## src/rtl/coproc_pkg.sv

```systemverilog
// coproc_pkg: shared constants for the matrix-coprocessor command issuer.
// Holds the opcode map, the instruction field layout and the issuer FSM encoding.
package coproc_pkg;

  // Instruction field layout: [3:0] opcode, [11:4] addr, [27:12] data, [31:28] zero
  localparam int OP_LSB   = 0;
  localparam int OP_W     = 4;
  localparam int ADDR_LSB = 4;
  localparam int ADDR_W   = 8;
  localparam int DATA_LSB = 12;
  localparam int DATA_W   = 16;
  localparam int CMD_W    = OP_W + ADDR_W + DATA_W;
  localparam int INSTR_W  = 32;

  // Coprocessor opcodes; 0 and 13..15 are illegal
  localparam logic [OP_W-1:0] OP_READ   = 4'd1;
  localparam logic [OP_W-1:0] OP_WRITE  = 4'd2;
  localparam logic [OP_W-1:0] OP_SUM    = 4'd3;
  localparam logic [OP_W-1:0] OP_SUB    = 4'd4;
  localparam logic [OP_W-1:0] OP_MUL    = 4'd5;
  localparam logic [OP_W-1:0] OP_TRANSP = 4'd6;
  localparam logic [OP_W-1:0] OP_OPST   = 4'd7;
  localparam logic [OP_W-1:0] OP_MULSCL = 4'd8;
  localparam logic [OP_W-1:0] OP_DET2   = 4'd9;
  localparam logic [OP_W-1:0] OP_DET3   = 4'd10;
  localparam logic [OP_W-1:0] OP_DET4   = 4'd11;
  localparam logic [OP_W-1:0] OP_DET5   = 4'd12;

  // Issuer FSM encoding
  typedef enum logic [2:0] {
    S_IDLE  = 3'd0,
    S_LOAD  = 3'd1,
    S_PULSE = 3'd2,
    S_WAIT  = 3'd3,
    S_RESP  = 3'd4
  } issuer_state_e;

  // True for opcodes the coprocessor understands
  function automatic logic is_legal_op(input logic [OP_W-1:0] op);
    return (op >= OP_READ) && (op <= OP_DET5);
  endfunction

  // FIFO entry layout is identical to instruction bits [27:0]
  function automatic logic [CMD_W-1:0] pack_cmd(input logic [OP_W-1:0]   op,
                                                input logic [ADDR_W-1:0] addr,
                                                input logic [DATA_W-1:0] data);
    return {data, addr, op};
  endfunction

endpackage

```

## src/rtl/coproc_issuer_cmd_fifo.sv

```systemverilog
// issuer_cmd_fifo: synchronous command FIFO with registered full/empty flags.
// Pointers wrap naturally because DEPTH is a power of two.
module issuer_cmd_fifo
  import coproc_pkg::*;
#(
  parameter int DEPTH = 4,
  parameter int WIDTH = CMD_W
) (
  input  logic             clk,
  input  logic             rst,
  input  logic             push,
  input  logic [WIDTH-1:0] wr_data,
  input  logic             pop,
  output logic [WIDTH-1:0] rd_data,
  output logic             full,
  output logic             empty,
  output logic             empty_next
);

  localparam int PW = (DEPTH > 1) ? $clog2(DEPTH) : 1;
  localparam int CW = PW + 1;

  logic [WIDTH-1:0] mem_q [DEPTH];
  logic [PW-1:0]    wr_ptr_q, wr_ptr_d;
  logic [PW-1:0]    rd_ptr_q, rd_ptr_d;
  logic [CW-1:0]    count_q, count_d;
  logic             full_q, full_d;
  logic             empty_q, empty_d;
  logic             push_ok_s, pop_ok_s;

  assign push_ok_s  = push & ~full_q;
  assign pop_ok_s   = pop & ~empty_q;
  assign rd_data    = mem_q[rd_ptr_q];
  assign full       = full_q;
  assign empty      = empty_q;
  assign empty_next = empty_d;

  // Next pointers, occupancy and flags from this cycle's push/pop
  always_comb begin
    wr_ptr_d = wr_ptr_q;
    rd_ptr_d = rd_ptr_q;
    count_d  = count_q;
    if (push_ok_s) begin
      wr_ptr_d = wr_ptr_q + PW'(1);
    end else begin
      wr_ptr_d = wr_ptr_q;
    end
    if (pop_ok_s) begin
      rd_ptr_d = rd_ptr_q + PW'(1);
    end else begin
      rd_ptr_d = rd_ptr_q;
    end
    if (push_ok_s && !pop_ok_s) begin
      count_d = count_q + CW'(1);
    end else if (!push_ok_s && pop_ok_s) begin
      count_d = count_q - CW'(1);
    end else begin
      count_d = count_q;
    end
    full_d  = (count_d == CW'(DEPTH));
    empty_d = (count_d == {CW{1'b0}});
  end

  // Pointer, occupancy and flag registers
  always_ff @(posedge clk or posedge rst) begin
    if (rst) begin
      wr_ptr_q <= {PW{1'b0}};
      rd_ptr_q <= {PW{1'b0}};
      count_q  <= {CW{1'b0}};
      full_q   <= 1'b0;
      empty_q  <= 1'b1;
    end else begin
      wr_ptr_q <= wr_ptr_d;
      rd_ptr_q <= rd_ptr_d;
      count_q  <= count_d;
      full_q   <= full_d;
      empty_q  <= empty_d;
    end
  end

  // Entry storage, written at the tail on an accepted push
  always_ff @(posedge clk or posedge rst) begin
    if (rst) begin
      for (int i = 0; i < DEPTH; i++) begin
        mem_q[i] <= {WIDTH{1'b0}};
      end
    end else if (push_ok_s) begin
      mem_q[wr_ptr_q] <= wr_data;
    end
  end

endmodule

```

## src/rtl/coproc_issuer.sv

```systemverilog
// coproc_issuer: buffers host commands, packs them into coprocessor instructions,
// strobes activate_instruction and returns one in-order response per command.
// Optional macro ISSUER_TIMEOUT_EN: bound the WAIT state to TIMEOUT_CYCLES and
// answer with an error response (data 16'hFFFF) when the coprocessor stays silent.
module coproc_issuer
  import coproc_pkg::*;
#(
  parameter int FIFO_DEPTH     = 4,
  parameter int PULSE_CYCLES   = 2,
  parameter int TIMEOUT_CYCLES = 4096
) (
  input  logic               clk,
  input  logic               rst,
  input  logic               cmd_valid,
  output logic               cmd_ready,
  input  logic [OP_W-1:0]    cmd_opcode,
  input  logic [ADDR_W-1:0]  cmd_addr,
  input  logic [DATA_W-1:0]  cmd_data,
  output logic [INSTR_W-1:0] instruction,
  output logic               activate_instruction,
  input  logic               cop_done,
  input  logic [DATA_W-1:0]  cop_result,
  output logic               rsp_valid,
  output logic [DATA_W-1:0]  rsp_data,
  output logic               rsp_err,
  output logic               busy
);

  // One counter serves both the activate pulse and the WAIT timeout
  localparam int CNT_MAX = (PULSE_CYCLES > TIMEOUT_CYCLES) ? PULSE_CYCLES : TIMEOUT_CYCLES;
  localparam int CNT_W   = $clog2(CNT_MAX + 1);

  issuer_state_e      state_q, state_d;
  logic [INSTR_W-1:0] instruction_q, instruction_d;
  logic               activate_q, activate_d;
  logic [OP_W-1:0]    op_q, op_d;
  logic [CNT_W-1:0]   cnt_q, cnt_d;
  logic               rsp_valid_q, rsp_valid_d;
  logic [DATA_W-1:0]  rsp_data_q, rsp_data_d;
  logic               rsp_err_q, rsp_err_d;
  logic               busy_q, busy_d;
  logic               last_done_q;

  logic               fifo_push_s, fifo_pop_s;
  logic               fifo_full_s, fifo_empty_s, fifo_empty_next_s;
  logic [CMD_W-1:0]   fifo_head_s;
  logic [OP_W-1:0]    head_op_s;
  logic               done_rise_s;

  assign cmd_ready   = ~fifo_full_s;
  assign fifo_push_s = cmd_valid & ~fifo_full_s;
  assign head_op_s   = fifo_head_s[OP_LSB +: OP_W];
  assign done_rise_s = cop_done & ~last_done_q;

  issuer_cmd_fifo #(
    .DEPTH (FIFO_DEPTH),
    .WIDTH (CMD_W)
  ) u_fifo (
    .clk        (clk),
    .rst        (rst),
    .push       (fifo_push_s),
    .wr_data    (pack_cmd(cmd_opcode, cmd_addr, cmd_data)),
    .pop        (fifo_pop_s),
    .rd_data    (fifo_head_s),
    .full       (fifo_full_s),
    .empty      (fifo_empty_s),
    .empty_next (fifo_empty_next_s)
  );

  // Next-state and next-output computation for the issue FSM
  always_comb begin
    state_d       = state_q;
    instruction_d = instruction_q;
    activate_d    = activate_q;
    op_d          = op_q;
    cnt_d         = cnt_q;
    rsp_valid_d   = 1'b0;
    rsp_data_d    = rsp_data_q;
    rsp_err_d     = rsp_err_q;
    fifo_pop_s    = 1'b0;
    case (state_q)
      S_IDLE: begin
        if (!fifo_empty_s) begin
          fifo_pop_s = 1'b1;
          if (is_legal_op(head_op_s)) begin
            instruction_d = {4'h0, fifo_head_s};
            op_d          = head_op_s;
            state_d       = S_LOAD;
          end else begin
            // Illegal opcode: nothing is issued, answer with an error
            rsp_valid_d = 1'b1;
            rsp_data_d  = 16'h0000;
            rsp_err_d   = 1'b1;
            state_d     = S_RESP;
          end
        end else begin
          state_d = S_IDLE;
        end
      end
      S_LOAD: begin
        activate_d = 1'b1;
        cnt_d      = {CNT_W{1'b0}};
        state_d    = S_PULSE;
      end
      S_PULSE: begin
        if (cnt_q == CNT_W'(PULSE_CYCLES - 1)) begin
          activate_d = 1'b0;
          cnt_d      = {CNT_W{1'b0}};
          state_d    = S_WAIT;
        end else begin
          cnt_d = cnt_q + CNT_W'(1);
        end
      end
      S_WAIT: begin
        if (done_rise_s) begin
          rsp_valid_d = 1'b1;
          rsp_err_d   = 1'b0;
          rsp_data_d  = (op_q == OP_WRITE) ? 16'h0000 : cop_result;
          state_d     = S_RESP;
        end
`ifdef ISSUER_TIMEOUT_EN
        else if (cnt_q == CNT_W'(TIMEOUT_CYCLES - 1)) begin
          rsp_valid_d = 1'b1;
          rsp_err_d   = 1'b1;
          rsp_data_d  = 16'hFFFF;
          state_d     = S_RESP;
        end else begin
          cnt_d = cnt_q + CNT_W'(1);
        end
`else
        else begin
          state_d = S_WAIT;
        end
`endif
      end
      S_RESP: begin
        state_d = S_IDLE;
      end
      default: begin
        activate_d = 1'b0;
        state_d    = S_IDLE;
      end
    endcase
    busy_d = (state_d != S_IDLE) || !fifo_empty_next_s;
  end

  // FSM state and registered outputs
  always_ff @(posedge clk or posedge rst) begin
    if (rst) begin
      state_q       <= S_IDLE;
      instruction_q <= {INSTR_W{1'b0}};
      activate_q    <= 1'b0;
      op_q          <= {OP_W{1'b0}};
      cnt_q         <= {CNT_W{1'b0}};
      rsp_valid_q   <= 1'b0;
      rsp_data_q    <= {DATA_W{1'b0}};
      rsp_err_q     <= 1'b0;
      busy_q        <= 1'b0;
      last_done_q   <= 1'b0;
    end else begin
      state_q       <= state_d;
      instruction_q <= instruction_d;
      activate_q    <= activate_d;
      op_q          <= op_d;
      cnt_q         <= cnt_d;
      rsp_valid_q   <= rsp_valid_d;
      rsp_data_q    <= rsp_data_d;
      rsp_err_q     <= rsp_err_d;
      busy_q        <= busy_d;
      last_done_q   <= cop_done;
    end
  end

  assign instruction          = instruction_q;
  assign activate_instruction = activate_q;
  assign rsp_valid            = rsp_valid_q;
  assign rsp_data             = rsp_data_q;
  assign rsp_err              = rsp_err_q;
  assign busy                 = busy_q;

endmodule
```

## config.mk

```make
export PLATFORM = sky130hd
export DESIGN_NAME = coproc_issuer
export DESIGN_NICKNAME = d
export VERILOG_FILES = /design/src/rtl/coproc_pkg.sv /design/src/rtl/coproc_issuer_cmd_fifo.sv /design/src/rtl/coproc_issuer.sv
export SDC_FILE = /design/constraint.sdc
export NUM_CORES = 1
export LEC_CHECK = 0
export ABC_AREA = 1
export BUFFER_PORTS_ARGS = -buffer_cell sky130_fd_sc_hd__buf_2
export CAP_MARGIN = 20
export CORE_MARGIN = 4
export CORE_UTILIZATION = 50
export CTS_CLUSTER_DIAMETER = 60
export DETAILED_ROUTE_END_ITERATION = 8
export PLACE_DENSITY = 0.7
export SYNTH_ARGS = -nofsm -noshare
export SYNTH_HDL_FRONTEND = slang
export SYNTH_SLANG_ARGS = --single-unit
```

## constraint.sdc

```tcl
create_clock -name clk -period 6.4 [get_ports clk]
set_input_delay 0.64 -clock clk [delete_from_list [all_inputs] [get_ports clk]]
set_output_delay 0.64 -clock clk [all_outputs]
set_load 0.005 [all_outputs]
```

==> summary.md <==
| Metric | Value |
|---|---|
| Status | `finished, final reports clean` |
| CTS Sinks | `186` |
| Most common cell after layout, fill and taps aside | `nand2_1` |
| Post-CTS Resized | `0` |
| Die Y | `136 um` |
| Total wire length | `18,300 um` |
| Crit. End Element | `register` |
| Antenna violations before repair | `0` |
| Layout area overhead | `14.4%` |
| Unrepaired setup endpoints after global routing | `no` |
| Worst path slowest cell | `inv_2` |
| GR Util All Layers | `20.8%` |
| Routability congestion estimate from global placement | `0.845` |
| Library cells used by synthesis | `34` |
| Placed Instance Area | `0.00877 mm^2` |
| Final setup violation count | `0` |
| DR vias | `6,642` |
| FF+latch count, synth | `186` |
| Logic gate share of total power | `36.7%` |
| Clk network pwr share | `22.3%` |
| Worst slack, placed | `3.07 ns` |
| Ranking of synthesized cells by area | `dfrtp_1 (56%), nand2_1 (14%), o21ai_0 (10%)` |
| Final min period | `3.34 ns` |
| Vias in the first global route | `6,205` |
| DRC | `0` |
| Arr. time, crit path | `3.70 ns` |
| Max-cap check violation count | `0` |
| Drt pass-1 iters | `5` |
| CP Launch Type | `register` |
| Number of buffers and inverters on the critical path | `4` |
| Worst VDD drop | `0.000307 V` |
| Wirelength per Cell | `14.3 um` |
| Rows | `46` |
| Share of cells above drive strength 1 | `14.3%` |
| Worst Path Max Fanout | `58` |
| R2R setup slack | `3.06 ns` |
| Final ANT Viol Nets | `0` |
| Tot Pwr | `4.79 mW` |
| Hold Buf Count CTS | `0` |
| Core area | `0.0160 mm^2` |
| Remaining Overflow, GRT | `0` |
| Commonest non-fill, non-tap cells in the layout | `nand2_1 (314), dfrtp_1 (185), o21ai_0 (172), buf_2 (96), nor2_1 (85)` |
| Drt initial violations | `486` |
| Setup bufs post-CTS | `0` |
| Cell taking the most area after synthesis | `dfrtp_1` |
| Cell Area, Synth | `0.00821 mm^2` |
| Max clock buf depth | `2` |
| Worst setup margin | `3.06 ns` |
| Post-Layout Inst Area | `0.00939 mm^2` |
| Global-route wire length before repair | `30,800 um` |
| Clock slew at reported path FFs | `0.06 ns` |
| CTS Buf Count | `17` |
| H-tree depth | `4` |
| N_diodes | `0` |
| Worst Clk Skew | `0.00931 ns` |
| Most frequent CP cell | `nand2_1` |
| Cell family with most CP delay | `buffers and inverters` |
| Net Sw Power | `1.90 mW` |
| Seq pwr share | `41.0%` |
| PD cells | `511 mW/mm^2` |
| Synth Warn # | `0` |
| Inst Count DP | `1,247` |
| Root buf cell | `clkbuf_16` |
| Async SR Flop Fraction | `100%` |
| Largest net degree at the start of global routing | `102` |
| Layout Nets | `1,107` |
| CP endpoint | `instruction[24]` |
| Mapped Cells | `979` |
| Post-DR vias/cell | `5.19` |
| Post-synth top area share | `56.4%` |
| Cell-internal power | `2.89 mW` |
| Starting Density | `51.3%` |
| Seq/Total Area, Yosys | `56.7%` |
| Clk Latency, worst-skew pair | `0.43 ns` |
| EDFF count, synth | `0` |
| Final core occ | `58.7%` |
| Worst R2R Start | `u_fifo.rd_ptr_q[0]` |
| Peak Freq | `300 MHz` |
| Num ports | `101` |
| CP Class | `reg -> reg` |
| RR Endpoint | `instruction[24]` |
| Critical path depth in cells | `12` |
| Input/output buffers | `96` |
| Total negative slack | `0 ns` |
| CP cell instances | `buf_4 > inv_2 > nand2_1 > nand3_1 > nand2_1 > nand2_2 > inv_1 > nand2_2 > nand3_2 > inv_2 > nand2_1 > nand2_1` |
| Fin crit share | `52.2%` |
| Synth Flop Type | `dfrtp_1` |
| Pins Over Slew Limit | `0` |
| Final HPWL DP | `11,400 um` |
| Worst slew margin | `38.1%` |
| Worst Hold Class | `in -> reg` |
| Crit. Startpoint | `u_fifo.rd_ptr_q[0]` |
| CTS tree | `done` |
| Switching fraction of total power | `39.7%` |
| Final Hold Fails | `0` |
| Hold WS | `0.360 ns` |
| Critical Path RT | `6.76 ns` |
| P_leak | `4.89 nW` |
| Die area | `0.0185 mm^2` |
| Reg2Reg Depth | `12` |
| Slowest Stage Delay on Critical Path | `0.76 ns` |
| Pin slew with the least headroom to its limit | `0.927 ns` |
| Average size of a mapped cell | `8.38 um^2` |
| Final cell count without fillers | `1,280` |
| Die Width | `136 um` |
[kinds of logic (layout without fill, tap and decap cells)]
family,after synthesis,after routing,synth area share (%)
AND/OR/NAND/NOR,442,442,21.3
AO/OA/AOI/OAI,210,210,13.5
flip-flops,186,186,56.7
buffers and inverters,126,208,6.50
adder cells (fa/ha/maj),8,8,1.22
XOR/XNOR,6,6,0.640
other,1,4,0.0457
[how the worst min path moves through the flow]
stage                           startpoint               end  slack, ns  cells after the start
after floorplan           u_fifo.mem_q[55]  u_fifo.mem_q[55]       0.45                      2
after global placement        rsp_data[10]      rsp_data[10]       0.45                      2
after detailed placement      rsp_data[15]      rsp_data[15]       0.45                      2
after CTS                         cop_done       last_done_q       0.34                      1
after global routing              cop_done       last_done_q       0.34                      1
final                             cop_done       last_done_q       0.36                      1
[cells in the mapped netlist, drive strengths merged, types with 2 or more instances]
| cell | count |
|---|---|
| nor2 | 85 |
| nor3 | 3 |
| nand4 | 3 |
| o21ai | 172 |
| clkbuf | 28 |
| nand3b | 2 |
| o32ai | 2 |
| inv | 70 |
| buf | 27 |
| nand2 | 320 |
| nor4 | 3 |
| a21oi | 6 |
| xor2 | 5 |
| dfrtp | 185 |
| nand3 | 25 |
| o22ai | 27 |
| ha | 8 |
[final cells by class]
class,count,area (um^2)
Fill cell,1455,6610
Clock inverter,14,158
Multi-Input combinational cell,670,3030
Sequential cell,186,4660
Timing Repair Buffer,105,568
Inverter,71,272
Tap cell,216,270
Clock buffer,18,439
[registers in the layout (all words and copies together), names as in the netlist]
register	flops
cnt_q	13
busy	1
u_fifo.count_q	3
rsp_valid	1
u_fifo.rd_ptr_q	2
instruction	25
u_fifo.mem_q	112
rsp_data	16
u_fifo.wr_ptr_q	2
state_q	3
u_fifo.full	1
u_fifo.empty	1
op_q	3
last_done_q	1
activate_instruction	1
rsp_err	1
[routing by layer]
| layer | part of all wire [%] | track usage (%) | up-vias |
|---|---|---|---|
| met2 | 46 | 32.5 | 160 |
| met3 | 5.3 | 4.59 | 18 |
| met5 | 0 | 0 | - |
| met4 | 1.2 | 5.71 | 0 |
| met1 | 48 | 29.5 | 3178 |
| li1 | - | - | 3286 |
[power by group through the flow]
stage	logic [mW]	clock network (mW)	registers, mW
2_1_floorplan	1.34	0	1.91
3_3_place_gp	1.72	0	1.97
3_5_place_dp	1.78	0	1.97
4_1_cts	1.78	1.09	1.96
5_1_grt	2.05	1.15	2.02
6_report	1.76	1.07	1.96
Power figures use the tool's default switching activity.
